## src/rtl/fsm_lab2.sv

```systemverilog
// Flash-audio playback controller: fetches 32-bit flash words, plays the upper
// byte of each 16-bit sample on 22 kHz strobes, steered by ASCII key codes.
module fsm_lab2 #(
  parameter logic [22:0] START_ADDR   = 23'h000000,
  parameter logic [22:0] END_ADDR     = 23'h07FFFF,
  parameter int          READ_LATENCY = 1
) (
  input  logic        clk,
  input  logic        reset_n,
  input  logic        sync_22KHz_pulse,
  input  logic [7:0]  kbdinput,
  input  logic [31:0] flash_mem_readdata,
  output logic        flash_mem_read,
  output logic [22:0] flash_mem_address,
  output logic [7:0]  audio_data
);

  typedef enum logic [2:0] {
    S_FETCH,
    S_READ,
    S_WAIT,
    S_CAPTURE,
    S_PHASE0,
    S_PHASE1
  } state_t;

  typedef enum logic {
    DIR_FWD = 1'b0,
    DIR_BWD = 1'b1
  } dir_t;

  localparam logic [7:0] KEY_PLAY    = 8'h45;  // 'E'
  localparam logic [7:0] KEY_PAUSE   = 8'h44;  // 'D'
  localparam logic [7:0] KEY_FWD     = 8'h46;  // 'F'
  localparam logic [7:0] KEY_BWD     = 8'h42;  // 'B'
  localparam logic [7:0] KEY_RESTART = 8'h52;  // 'R'

  localparam int WAIT_CYCLES = READ_LATENCY - 1;

  state_t      state, next_state;
  dir_t        direction;
  dir_t        word_dir;
  logic        playing;
  logic [1:0]  wait_cnt;
  logic [7:0]  hi_byte;
  logic [7:0]  lo_byte;
  logic [22:0] next_addr;

  logic key_play, key_pause, key_fwd, key_bwd, key_restart;
  logic pulse_ok;
  logic load_word, emit_first, emit_second, latch_dir;

  // Only the upper byte of each sample is ever played.
  logic unused_readdata;
  assign unused_readdata = ^{flash_mem_readdata[23:16], flash_mem_readdata[7:0]};

  assign key_play    = (kbdinput == KEY_PLAY);
  assign key_pause   = (kbdinput == KEY_PAUSE);
  assign key_fwd     = (kbdinput == KEY_FWD);
  assign key_bwd     = (kbdinput == KEY_BWD);
  assign key_restart = (kbdinput == KEY_RESTART);
  assign pulse_ok    = sync_22KHz_pulse && playing;

  assign flash_mem_read = (state == S_READ);

  always_ff @(posedge clk or negedge reset_n) begin
    if (!reset_n) state <= S_FETCH;
    else          state <= next_state;
  end

  // NOTE: every output of a combinational block gets a default first, so no
  // path through the case leaves a signal unassigned and infers a latch.
  always_comb begin
    next_state  = state;
    load_word   = 1'b0;
    emit_first  = 1'b0;
    emit_second = 1'b0;
    latch_dir   = 1'b0;
    if (key_restart) begin
      next_state = S_FETCH;
    end else begin
      case (state)
        S_FETCH: begin
          if (playing) begin
            next_state = S_READ;
            latch_dir  = 1'b1;
          end
        end
        S_READ:    next_state = (WAIT_CYCLES == 0) ? S_CAPTURE : S_WAIT;
        S_WAIT: begin
          if (int'(wait_cnt) + 1 >= WAIT_CYCLES) next_state = S_CAPTURE;
        end
        S_CAPTURE: begin
          load_word  = 1'b1;
          next_state = S_PHASE0;
        end
        S_PHASE0: begin
          if (pulse_ok) begin
            emit_first = 1'b1;
            next_state = S_PHASE1;
          end
        end
        S_PHASE1: begin
          if (pulse_ok) begin
            emit_second = 1'b1;
            next_state  = S_FETCH;
          end
        end
        default:   next_state = S_FETCH;
      endcase
    end
  end

  // The address steps in the direction the current word was fetched with.
  always_comb begin
    next_addr = flash_mem_address;
    if (word_dir == DIR_FWD)
      next_addr = (flash_mem_address == END_ADDR) ? START_ADDR : flash_mem_address + 23'd1;
    else
      next_addr = (flash_mem_address == START_ADDR) ? END_ADDR : flash_mem_address - 23'd1;
  end

  // NOTE: the sample-word register is tiny, so it is reset along with the rest
  // of the state rather than left undefined until the first capture.
  always_ff @(posedge clk or negedge reset_n) begin
    if (!reset_n) begin
      flash_mem_address <= START_ADDR;
      audio_data        <= 8'h00;
      playing           <= 1'b0;
      direction         <= DIR_FWD;
      word_dir          <= DIR_FWD;
      wait_cnt          <= 2'd0;
      hi_byte           <= 8'h00;
      lo_byte           <= 8'h00;
    end else begin
      if (key_play)       playing <= 1'b1;
      else if (key_pause) playing <= 1'b0;

      if (key_fwd)      direction <= DIR_FWD;
      else if (key_bwd) direction <= DIR_BWD;

      if (latch_dir) word_dir <= direction;

      if (state == S_READ)      wait_cnt <= 2'd0;
      else if (state == S_WAIT) wait_cnt <= wait_cnt + 2'd1;

      if (load_word) begin
        hi_byte <= flash_mem_readdata[31:24];
        lo_byte <= flash_mem_readdata[15:8];
      end

      if (emit_first)  audio_data <= (word_dir == DIR_FWD) ? lo_byte : hi_byte;
      if (emit_second) audio_data <= (word_dir == DIR_FWD) ? hi_byte : lo_byte;

      if (key_restart)
        flash_mem_address <= (direction == DIR_FWD) ? START_ADDR : END_ADDR;
      else if (emit_second)
        flash_mem_address <= next_addr;
    end
  end

endmodule

```

## config.mk

```make
export PLATFORM = sky130hd
export DESIGN_NAME = fsm_lab2
export DESIGN_NICKNAME = d
export VERILOG_FILES = /design/src/rtl/fsm_lab2.sv
export SDC_FILE = /design/constraint.sdc
export NUM_CORES = 1
export LEC_CHECK = 0
export ABC_AREA = 0
export ABC_CLOCK_PERIOD_IN_PS = 2700
export CAP_MARGIN = 15
export CORE_ASPECT_RATIO = 1.75
export CORE_MARGIN = 1
export CORE_UTILIZATION = 52
export DETAILED_ROUTE_END_ITERATION = 10
export PLACE_DENSITY = 0.81
export SLEW_MARGIN = 20
export SYNTH_ARGS = -nofsm -noshare
export SYNTH_HDL_FRONTEND = slang
export SYNTH_SLANG_ARGS = --single-unit
```

## constraint.sdc

```tcl
create_clock -name clk -period 2.7 [get_ports clk]
set_input_delay 0.54 -clock clk [delete_from_list [all_inputs] [get_ports clk]]
set_output_delay 0.54 -clock clk [all_outputs]
set_load 0.01 [all_outputs]
```

==> results of run 1 <==
cells by family (layout without fill, tap and decap cells):
family	Yosys count	count (layout)	share of synthesized area (%)
DFF	53	53	37.64
adders and majority gates	3	3	1.065
AOI/OAI and AO/OA	112	112	21.17
buffers and inverters	43	120	5.078
xor gates and xnor gates	18	18	4.688
and+or+nand+nor	145	145	22.09
muxes	27	27	8.274
per-stage QoR:
stage,setup slack (ps),instances,cell area (um^2),setup TNS (ps)
floorplan,181.8,401,3523,0
global placement,-106.9,552,4441,-1195
detailed placement,-168.3,552,4441,-3052
CTS,138.1,560,4617,0
global route,28.15,560,4619,0
finish,139.9,560,4619,0
power groups by stage:
stage | combinational, W | clock (W) | sequential, W
6_report | 0.00180 | 0.000743 | 0.00146
5_1_grt | 0.00194 | 0.000793 | 0.00150
4_1_cts | 0.00180 | 0.000758 | 0.00145
3_5_place_dp | 0.00179 | 0 | 0.00146
3_3_place_gp | 0.00174 | 0 | 0.00143
2_1_floorplan | 0.00114 | 0 | 0.00135
worst max-delay path by stage:
stage,startpoint,end,depth (start not counted)
global route,kbdinput[3],flash_mem_address[13],7
detailed placement,kbdinput[3],audio_data[0],9
floorplan,flash_mem_address[14],flash_mem_address[1],8
global placement,kbdinput[3],flash_mem_address[3],8
CTS,kbdinput[3],audio_data[0],9
finish,flash_mem_address[17],flash_mem_address[1],5
per-layer routing:
metal	wire (um)	share of wire, %
met1	3629	34
met2	5667	53
met3	746	7.0
met4	663	6.2
met5	0	0
cells in the final DEF, fill, tap and decap left out, drive strengths merged, types with 3 or more instances in the layout:
master | netlist | final
xnor2 | 10 | 10
o22a | 5 | 5
nand4 | 10 | 10
ha | 3 | 3
a22oi | 3 | 3
mux2 | 17 | 17
nand3b | 3 | 3
o211ai | 4 | 4
a311oi | 6 | 6
nand2 | 27 | 27
nand3 | 15 | 15
xor2 | 8 | 8
a21oi | 27 | 27
nor3 | 18 | 18
and3 | 5 | 5
mux2i | 10 | 10
a211oi | 5 | 5
clkdlybuf4s50 | 0 | 57
o31ai | 6 | 6
nor2 | 36 | 36
dfrtp | 53 | 53
inv | 10 | 10
clkbuf | 25 | 6
nor4b | 6 | 6
a31oi | 15 | 15
buf | 8 | 45
o21ai | 21 | 21
nor4 | 7 | 7
or3 | 5 | 5
registers in the layout (all words and copies together) (netlist names):
signal / flops
audio_data: 8
direction: 1
flash_mem_address: 23
hi_byte: 8
lo_byte: 8
playing: 1
state: 3
word_dir: 1
worst max-delay path, stage by stage, from the launching register on:
cell     delay, ps
dfrtp_1        380
or4_4          580
or3_1          420
or3_1          570
a311o_1        420
a22oi_2        120
what timing repair did:
item | in CTS | in global routing
hold buffers | 0 | 0
gates resized for setup | 0 | 1
endpoints found under the setup margin | 0 | 1
endpoints found under the hold margin | 0 | 0
area by class of cell:
cell class              count  area share, %
flip-flops and latches     53          28.71
inverters                  10         0.8126
clock buffers               6          3.006
clock inverters             2         0.8126
repair buffers            102          20.69
well taps                  82          2.221
multi-input cells         305          43.74
==> run metrics, run 1 <==
Min Clock Period, post-route 2560 ps; latest clock arrival within the worst-skew pair 300 ps; Top Usage Layer GRT met2; Pint 0.002523 W; Die ar. 7122 um^2; synth cell count leaders 53 x dfrtp_1, 36 x nor2_1, 27 x a21oi_1, 27 x nand2_1, 24 x clkbuf_1; Multi-input gate area 2021 um^2; FF-to-FF path depth 5; Worst Hold Class input pin to asynchronous set/reset pin; final setup vio count 0; #FFs+latches synth 53; number of max-cap violations 0; switching share of total power 36.96%; Slew HR 59.24%; Static Leak 1.862 nW; Avg Cell Area, Syn 8.786 um^2; Post-synth EDFFs 0; wire per inst 19.12 um; drt first pass iters 5; arrival time worst endpoint 2780 ps; fillers 539; met2 Use GR 56.03%; reg-to-reg startpoint flash_mem_address[17]; switching pwr 0.001479 W; share of cells above drive strength 1 17.57%; vias per cell 6.502; Final GP Congestion 1.003; initial core utilization 53.88%; Top Ports 75; Setup crit end kind flip-flop; initial antenna violation count 0; Most used DFF post-synth dfrtp_1; Iteration-0 DRC Markers 275; Seq. cell area 1326 um^2; DR vias 3641; met3 Use GR 5.144%; reg2reg setup slack 140 ps; sequential share of the synthesized area 37.64%; die height 110.9 um; Synth Net Count 447; Total GRT Usage 31.38%; Clock Skews 6.897 ps; I/O Buffers 58; final antenna-violating net count 0; Core Area 6539 um^2; clock-pin slew on the worst setup and hold paths 70 ps; clock buffer depth 2; Post-DP HPWL 8.037 mm; area delta synth->final 31.11%; post-synth cell types 64; setup bufs post-CTS 0; actual slew at the worst max-slew pin 611.3 ps; DRC violations left 0; Final #Nets 523; hold slack 252.8 ps; power per cell area 866.4 nW/um^2; post-synth top area cell dfrtp_1; r2r endpoint flash_mem_address[1]; row count 39; H-tree level count 2; Crit Path Class flip-flop to flip-flop; Clock Tree Root clkbuf_16; CTS tree yes; area share of the largest cell type after synthesis 37.64%; gr ovfl total 0; vias in the first global route 3539; status completed; Mapped Cells 401; Design Power 0.004002 W; crit start category flip-flop; final core area utilization 70.65%; global-route wire length before repair 17.19 mm; Clk pwr share 18.6%; CP Max Fanout 7; sequential power share 36.4%; Async SR Flop Fraction 100.0%; Final Max Slew Viols 0; Logic pwr share 45.1%; Global Route met1 Usage 33.16%; clock sink count 53; synth top area cells dfrtp_1 38%, mux2_2 5.4%, a21oi_1 3.8%; unrepaired setup endpoints after global routing false; total CTS buffers 5; top-count cell post-synth dfrtp_1; WL final 10.71 mm; Yosys Warn Count 0; pin count of the biggest net entering global routing 30; Post-Syn Area 3523 um^2; antenna cell count 0; chip width 64.23 um; Required @ worst endpoint 2920 ps; final hold vios 0; crit share post-route 94.82%; Peak VDD IR 0.0005804 V; Fmax 390.6 MHz
(Power assumes the default switching activity.)
==> run 2: changes to the inputs <==
--- a/config.mk
+++ b/config.mk
@@ -12,6 +12,7 @@
 export CORE_MARGIN = 1
 export CORE_UTILIZATION = 52
 export DETAILED_ROUTE_END_ITERATION = 10
+export MAX_ROUTING_LAYER = met4
 export PLACE_DENSITY = 0.81
 export SLEW_MARGIN = 20
 export SYNTH_ARGS = -nofsm -noshare
==> run 2 against run 1 <==
- sequential power about the same
- sequential share of layout area rose by 0.24 points
- critical path depth rose by 4
- via count fell by 0.82%
- register-to-register slack about the same
- sequential cell count unchanged
- combinational power hardly changed
- critical path type is now input pin to flip-flop
==> run metrics, run 2 (synthesized netlist as in run 1, its figures left out) <==
I/O Buffers 58 (unchanged); Clock Tree Root clkbuf_16 (unchanged); family with the most delay on the worst path simple AND/OR/NAND/NOR gates (unchanged); vias per cell 6.437 (was 6.502); Crit Path Class input pin to flip-flop (was flip-flop to flip-flop); final hold vios 0 (unchanged); final setup vio count 0 (unchanged); Slew HR 39.53% (was 59.24%); initial core utilization 53.88% (unchanged); Clock Skews 6.387 ps (was 6.897 ps); chip width 64.23 um (unchanged); most common cell after layout, fill and taps aside clkdlybuf4s50_1 (unchanged); Iteration-0 DRC Markers 325 (was 275); DR vias 3611 (was 3641); crit share post-route 95.49% (was 94.82%); Top Ports 75 (unchanged); fillers 546 (was 539); clock-pin slew on the worst setup and hold paths 70 ps (about the same); Die ar. 7122 um^2 (unchanged); H-tree level count 2 (unchanged); setup TNS 0 ps (unchanged); drt first pass iters 5 (unchanged); CTS Hold Buffers Added 0 (unchanged); status completed (unchanged); area delta synth->final 30.04% (was 31.11%); power per cell area 847.2 nW/um^2 (was 866.4 nW/um^2); wire per inst 19.23 um (was 19.12 um); Total GRT Usage 32.70% (was 31.38%); most frequent cells in the layout 57 x clkdlybuf4s50_1, 53 x dfrtp_1, 42 x buf_4, 36 x nor2_1 (was 57 x clkdlybuf4s50_1, 53 x dfrtp_1, 40 x buf_4, 35 x nor2_1); pin count of the biggest net entering global routing 28 (was 30); clock sink count 53 (unchanged); crit start category input pin (was flip-flop); clock buffer depth 2 (unchanged); latest clock arrival within the worst-skew pair 300 ps (about the same); Peak VDD IR 0.0004878 V (was 0.0005804 V); setup bufs post-CTS 0 (unchanged); WL final 10.79 mm (was 10.71 mm); unrepaired setup endpoints after global routing false (unchanged); Worst Hold Class input pin to asynchronous set/reset pin (unchanged); Final Max Slew Viols 0 (unchanged); CP max-delay cell or4b_2 (was or4_4); hold slack 98.37 ps (was 252.8 ps); die height 110.9 um (unchanged); reg2reg setup slack 130 ps (was 140 ps); antenna cell count 0 (unchanged); post-placement cell count 553 (was 552); Final GP Congestion 1.011 (was 1.003); Fmax 387.9 MHz (was 390.6 MHz); arrival time worst endpoint 2790 ps (was 2780 ps); vias in the first global route 3608 (was 3539); initial antenna violation count 0 (unchanged); Layout Cells excl Fill 561 (was 560); Crit path buffers/inverters 3 (was 0); max reg flops 23 (unchanged); cell mode on critical path buf_4 (was or3_1); DRC violations left 0 (unchanged); Setup crit end kind flip-flop (unchanged); CP Max Fanout 9 (was 7); Static Leak 1.850 nW (was 1.862 nW); share of cells above drive strength 1 17.54% (was 17.57%); worst-path cell chain clkdlybuf4s50_1 -> or4b_2 -> nor2_1 -> buf_4 -> buf_4 -> nor3_1 -> a21oi_1 -> o311ai_0 -> a31oi_1 (was or4_4 -> or3_1 -> or3_1 -> a311o_1 -> a22oi_2); Post-DP HPWL 8.040 mm (was 8.037 mm); Final #Nets 524 (was 523); gr ovfl total 0 (unchanged); crit-path max cell delay 730 ps (was 580 ps); final core area utilization 70.07% (was 70.65%); actual slew at the worst max-slew pin 903.7 ps (was 611.3 ps); CTS tree yes (unchanged); Most flops, register flash_mem_address (unchanged); total CTS buffers 5 (unchanged); Design Power 0.003882 W (was 0.004002 W); Core Area 6539 um^2 (unchanged); row count 39 (unchanged); number of max-cap violations 0 (unchanged); global-route wire length before repair 17.39 mm (was 17.19 mm); final antenna-violating net count 0 (unchanged); Min Clock Period, post-route 2578 ps (was 2560 ps); Required @ worst endpoint 2910 ps (was 2920 ps); post-CTS resize count 0 (unchanged)
[run 2: changes by cell type in the layout (fill, tap and decap cells not counted), sizes merged]
cell,before,now
bufinv,1,0
clkinv,0,1
buf,45,46
inv,10,11
clkbuf,6,5
[run 2: worst paths after layout]
path,from,end,depth (start not counted)
max,kbdinput[3],flash_mem_address[9],9
min reg2reg,hi_byte[0],hi_byte[0],1
max reg2reg,flash_mem_address[17],flash_mem_address[1],5
max in group asynchronous,reset_n,lo_byte[1],2
min,reset_n,flash_mem_address[18],1
min in group clk,hi_byte[0],hi_byte[0],1
[run 2: cell type report]
class	count	area (um^2)	area share, %
multi-input combinational	305	2018	44.05
clock buffer	5	125.1	2.731
inverter	10	37.54	0.8192
clock inverter	3	21.27	0.4642
sequential	53	1326	28.95
timing repair buffer	103	950.9	20.75
tap	82	102.6	2.239
[run 2: stage by stage]
step,worst slack [ps],area (um^2)
after floorplan,181.8,3523
after global placement,-95.19,4436
after detailed placement,-150.1,4436
after CTS,141.3,4582
after global routing,40.10,4582
final,121.7,4582
[run 2: power breakdown]
part	total (W)	internal [W]	switching [W]
logic	0.00179	0.000958	0.000831
clock network	0.000642	0.000346	0.000296
registers	0.00145	0.00110	0.000356
total	0.00388	0.00240	0.00148
[run 2: metal layers]
layer	GRT usage (%)	vias up	share of wire [%]
met5	-	-	0
met4	20.30	0	5.7
met3	4.218	58	6.1
met2	58.09	204	54
met1	32.86	1682	35
li1	-	1667	-
